## src/rtl/programmable_clock_divider_7_bit.sv

```systemverilog
// Programmable 7-bit clock divider: free-running period counter, two magnitude
// comparators for wrap and high phase, and a req/ack load applied on period boundaries.

module magnitude_comparator_7_bit (
    input  logic [6:0] i_a,
    input  logic [6:0] i_b,
    output logic       o_lt,
    output logic       o_eq
);
    assign o_lt = (i_a < i_b);
    assign o_eq = (i_a == i_b);
endmodule

module programmable_clock_divider_7_bit #(
    parameter logic [6:0] DEFAULT_DIV  = 7'd4,
    parameter logic [6:0] DEFAULT_DUTY = 7'd2
) (
    input  logic       clk,
    input  logic       rst,
    input  logic       en,
    input  logic       load_req,
    input  logic [6:0] div_in,
    input  logic [6:0] duty_in,
    output logic       load_busy,
    output logic       load_ack,
    output logic       load_err,
    output logic [6:0] cnt_out,
    output logic       clk_out,
    output logic       tick
);
    logic [6:0] r_cnt;
    logic [6:0] r_div_act;
    logic [6:0] r_duty_act;
    logic [6:0] r_div_sh;
    logic [6:0] r_duty_sh;
    logic       r_pending;
    logic       r_load_ack;
    logic       r_load_err;
    logic       r_clk_out;
    logic       r_tick;

    logic [6:0] w_div_m1;
    logic       w_wrap;
    logic       w_high;
    logic       w_apply;
    logic       w_dummy_lt;
    logic       w_dummy_eq;

    assign w_div_m1 = r_div_act - 7'd1;

    magnitude_comparator_7_bit u_cmp_wrap (
        .i_a  (r_cnt),
        .i_b  (w_div_m1),
        .o_lt (w_dummy_lt),
        .o_eq (w_wrap)
    );

    magnitude_comparator_7_bit u_cmp_duty (
        .i_a  (r_cnt),
        .i_b  (r_duty_act),
        .o_lt (w_high),
        .o_eq (w_dummy_eq)
    );

    // A pending setting lands on the wrap edge while running, or immediately when idle,
    // so clk_out never shows a truncated period.
    assign w_apply = r_pending & (~en | w_wrap);

    always_ff @(posedge clk or posedge rst) begin
        if (rst) begin
            r_cnt      <= 7'd0;
            r_div_act  <= DEFAULT_DIV;
            r_duty_act <= DEFAULT_DUTY;
            r_div_sh   <= 7'd0;
            r_duty_sh  <= 7'd0;
            r_pending  <= 1'b0;
            r_load_ack <= 1'b0;
            r_load_err <= 1'b0;
            r_clk_out  <= 1'b0;
            r_tick     <= 1'b0;
        end else begin
            r_load_ack <= 1'b0;
            r_load_err <= 1'b0;

            if (en) begin
                r_cnt     <= w_wrap ? 7'd0 : r_cnt + 7'd1;
                r_clk_out <= w_high;
                r_tick    <= w_wrap;
            end else begin
                r_cnt     <= 7'd0;
                r_clk_out <= 1'b0;
                r_tick    <= 1'b0;
            end

            // Requests arriving while a setting is pending (including the apply edge) are dropped.
            if (w_apply) begin
                r_div_act  <= r_div_sh;
                r_duty_act <= r_duty_sh;
                r_pending  <= 1'b0;
                r_load_ack <= 1'b1;
            end else if (load_req && !r_pending) begin
                if (div_in != 7'd0) begin
                    r_div_sh  <= div_in;
                    r_duty_sh <= duty_in;
                    r_pending <= 1'b1;
                end else begin
                    r_load_err <= 1'b1;
                end
            end
        end
    end

    assign load_busy = r_pending;
    assign load_ack  = r_load_ack;
    assign load_err  = r_load_err;
    assign cnt_out   = r_cnt;
    assign clk_out   = r_clk_out;
    assign tick      = r_tick;

    logic w_unused;
    assign w_unused = w_dummy_lt ^ w_dummy_eq;
endmodule

```

## config.mk

```make
export PLATFORM = sky130hd
export DESIGN_NAME = programmable_clock_divider_7_bit
export DESIGN_NICKNAME = d
export VERILOG_FILES = /design/src/rtl/programmable_clock_divider_7_bit.sv
export SDC_FILE = /design/constraint.sdc
export NUM_CORES = 1
export LEC_CHECK = 0
export ABC_AREA = 1
export BUFFER_PORTS_ARGS = -buffer_cell sky130_fd_sc_hd__buf_2
export CAP_MARGIN = 20
export CORE_MARGIN = 10
export CORE_UTILIZATION = 37
export CTS_CLUSTER_SIZE = 20
export DETAILED_ROUTE_END_ITERATION = 6
export GPL_ROUTABILITY_DRIVEN = 0
export PLACE_DENSITY = 0.55
export REMOVE_ABC_BUFFERS = 1
export SYNTH_ARGS = -nofsm -noshare
export SYNTH_HDL_FRONTEND = slang
export SYNTH_SLANG_ARGS = --single-unit
```

## constraint.sdc

```tcl
create_clock -name clk -period 1.8 [get_ports clk]
set_input_delay 0.18 -clock clk [delete_from_list [all_inputs] [get_ports clk]]
set_output_delay 0.18 -clock clk [all_outputs]
set_load 0.01 [all_outputs]
```

==> results.md <==
* Area leader, netlist: dfrtp_1
* Post-Syn Area per Cell at 7.849 µm²
* Fin area at 0.002482 mm²
* Worst setup path class: reg -> reg
* Pwr per Cell Area at 1441 mW/mm²
* Post-synth EDFFs at 0
* Port-buffer cells at 29
* Pleak at between 1 and 1.5 nW
* Reg-to-reg setup timing slack at -0.03 ns
* CTS buffer count at 5
* Unrepaired setup endpoints after global routing: true
* Worst r2r src: r_div_act[0]
* ANT nets after route at 0
* Die Ht at 93.70 µm
* Die outline width at 93.70 µm
* Max Buffers Root-to-Sink at 2
* Top cells by count, synth: nand2_1, dfrtp_1, inv_1, nand3_1, nor2_1
* CP Data Required Time at between 1.5 and 2 ns
* CTS tree: done
* Layout cells sized above 1 at 25.75%
* Grt total ovfl at 0
* Starting Density at 38.85%
* CP Max Fanout at 8
* Avg WL per Cell at approximately 12 µm
* Tmin final at 1.832 ns
* Area after DPL at around 0.0023 mm²
* # DRC at 0
* Max-cap violations at 0
* Sequential area share after synthesis at 49.94%
* Area contributors post-synth: dfrtp_1, nand2_1, nand3_1
* Vias in the first global route at 1659
* Die Area at between 0.008 and 0.009 mm²
* Antenna violations before repair at 0
* Post-synth ARST share at 100.0%
* CP Launch Type: flip-flop
* Fmax at 0.5460 GHz
* Post-layout nets at 324
* Total track usage at 10.54%
* Register Area at 0.001003 mm²
* Worst rel slew slack at 66.22%
* Vias/cell at approximately 4.5
* DRT Pass-1 Iters at 4
* Most used DFF post-synth: dfrtp_1
* Slew Viols, Final at 0
* Synthesized flop and latch total at 40
* Fin. Hold Viols at 2
* Netlist cell types at 23
* Number of fill cells at a little over 500
* Most common cell in the netlist: nand2_1
* Final worst clock skew at 0.01050 ns
* Least-Margin Pin Slew at approximately 0.51 ns
* Pin count of the biggest net entering global routing at ~40
* Reg2Reg Depth at 12
* Ports at 30
* Clk sinks at 40
* Area Overhead vs Synth at 23.54%
* H-tree depth at 2
* Hold Path Class: in -> async
* Worst reg2reg endpoint: r_div_act[1]
* Dpl cells at about 360
* Final cycle utilization of the critical path at 101.8%
* Hold-fix buffers at CTS at 0
* Synthesized instance count at 256
* Cell Rows at 26
* Total core area at 0.005172 mm²
* Final setup margin at -0.03164 ns
* Hold slack at -0.004038 ns
* Cell Area, Synth at 0.002009 mm²
* Critical Path AT at 2.01 ns
* Final cell count without fillers at 369
* Root Buffer: clkbuf_8
* Power, Total at 3.578 mW
* Place WS at -0.05783 ns
* Multi-input gate area at 913.4 µm²
* Failing checks: negative hold slack, negative setup slack
* Setup-failing EPs final at 10
* Global-route wire length before repair at between 7 and 8 mm
* # diodes at 0
* Post-DP HPWL at 3.252 mm
* Yosys warns at 0
* Crit end category: flip-flop
* Worst IR drop on VDD at 0.0006828 V
* Routed WL at 4.556 mm
* DR vias at 1674
* DR iter-0 viols at 56
* Clock slew at reported path FFs at 0.08 ns
* Post-synth top area share at between 40% and 50%
* Worst-Skew Late Latency at 0.29 ns
* Status: complete, but fails checks
-- final cells by class --
type                       count  share of cell area [%]
clock inverter                 1                  0.3024
sequential                    40                   40.42
multi-input combinational    178                   36.79
inverter                      32                   4.839
tap                           70                   3.528
timing repair buffer          41                   10.64
clock buffer                   7                   3.478
-- logic make-up (layout without fill, tap and decap cells) --
group	Yosys count	after routing	share of synthesized area (%)
buffers and inverters	39	81	8.157
AND/OR/NAND/NOR	153	154	31.51
XOR/XNOR	4	4	1.744
AO/OA/AOI/OAI	12	12	3.673
adder cells (fa/ha/maj)	8	8	4.982
flip-flops	40	40	49.94
-- critical path, stage by stage, from the launching register on --
cell and delay, ns:
dfrtp_1 0.39, inv_2 0.08, ha_4 0.20, nand2_2 0.05, inv_2 0.03, nor2_1 0.09
nand2_1 0.07, nor2_2 0.09, nand3_2 0.11, o21bai_4 0.31, nand2_4 0.16, nand2_2 0.09
nand2_1 0.05
-- power by group --
group	leakage (nW)	internal, mW	switching (mW)
clock network	0.0445	0.312	0.311
registers	0.507	1.24	0.252
logic	0.808	0.598	0.869
total	1.36	2.15	1.43
-- layer usage --
metal	GRT usage, %	share of wire, %	vias up
met5	0	0	-
li1	-	-	873
met4	3.797	1.4	0
met2	16.01	41	29
met1	13.53	52	766
met3	3.597	5.3	6
-- flip-flops by register name, summed over array words and instances, names as in the netlist --
register,flops
r_div_act,7
cnt_out,7
r_duty_act,7
r_duty_sh,7
load_ack,1
load_err,1
load_busy,1
tick,1
clk_out,1
r_div_sh,7
-- metrics by stage --
stage                     setup TNS (ns)  utilization [%]
after global routing              -2.128            47.99
after detailed placement         -0.4614            43.81
final                            -0.1799            47.99
after CTS                              0            45.79
after floorplan                   -2.132                -
after global placement                 0            43.81
-- what timing repair did --
item                                    CTS  global route
buffers inserted                          0             2
pin swaps                                 0            16
gates resized for setup                   2            22
cloned                                    0             2
endpoints found under the setup margin   15            21
-- worst max path at each step --
| stage | startpoint | endpoint | slack (ns) |
|---|---|---|---|
| floorplan | r_div_act[0] | load_busy | -0.15 |
| global placement | r_div_act[0] | r_div_act[1] | 0.01 |
| detailed placement | r_div_act[0] | load_busy | -0.06 |
| CTS | r_div_act[0] | r_div_act[5] | 0.02 |
| global route | r_div_act[0] | r_div_act[1] | -0.16 |
| finish | r_div_act[0] | r_div_act[1] | -0.03 |
-- layout by cell type, fill, tap and decap left out --
master / count
o21bai_4: 1
nand3_1: 25
clkbuf_16: 1
nand3_2: 1
nand4_1: 1
ha_4: 1
clkbuf_8: 6
nand2_2: 9
buf_8: 1
nor2_1: 16
dfstp_2: 2
ha_1: 7
buf_2: 29
nor2_4: 2
nand2_1: 88
o21ai_1: 1
xor2_1: 2
buf_4: 9
nor2_2: 6
nor4_1: 1
xnor2_1: 2
a21oi_1: 5
nor3_1: 3
clkinvlp_4: 1
nand2_4: 2
o21ai_0: 5
inv_2: 5
inv_1: 27
dfrtp_1: 38
clkbuf_1: 1
buf_6: 1
Note: power is estimated with default switching activity, not from simulation.
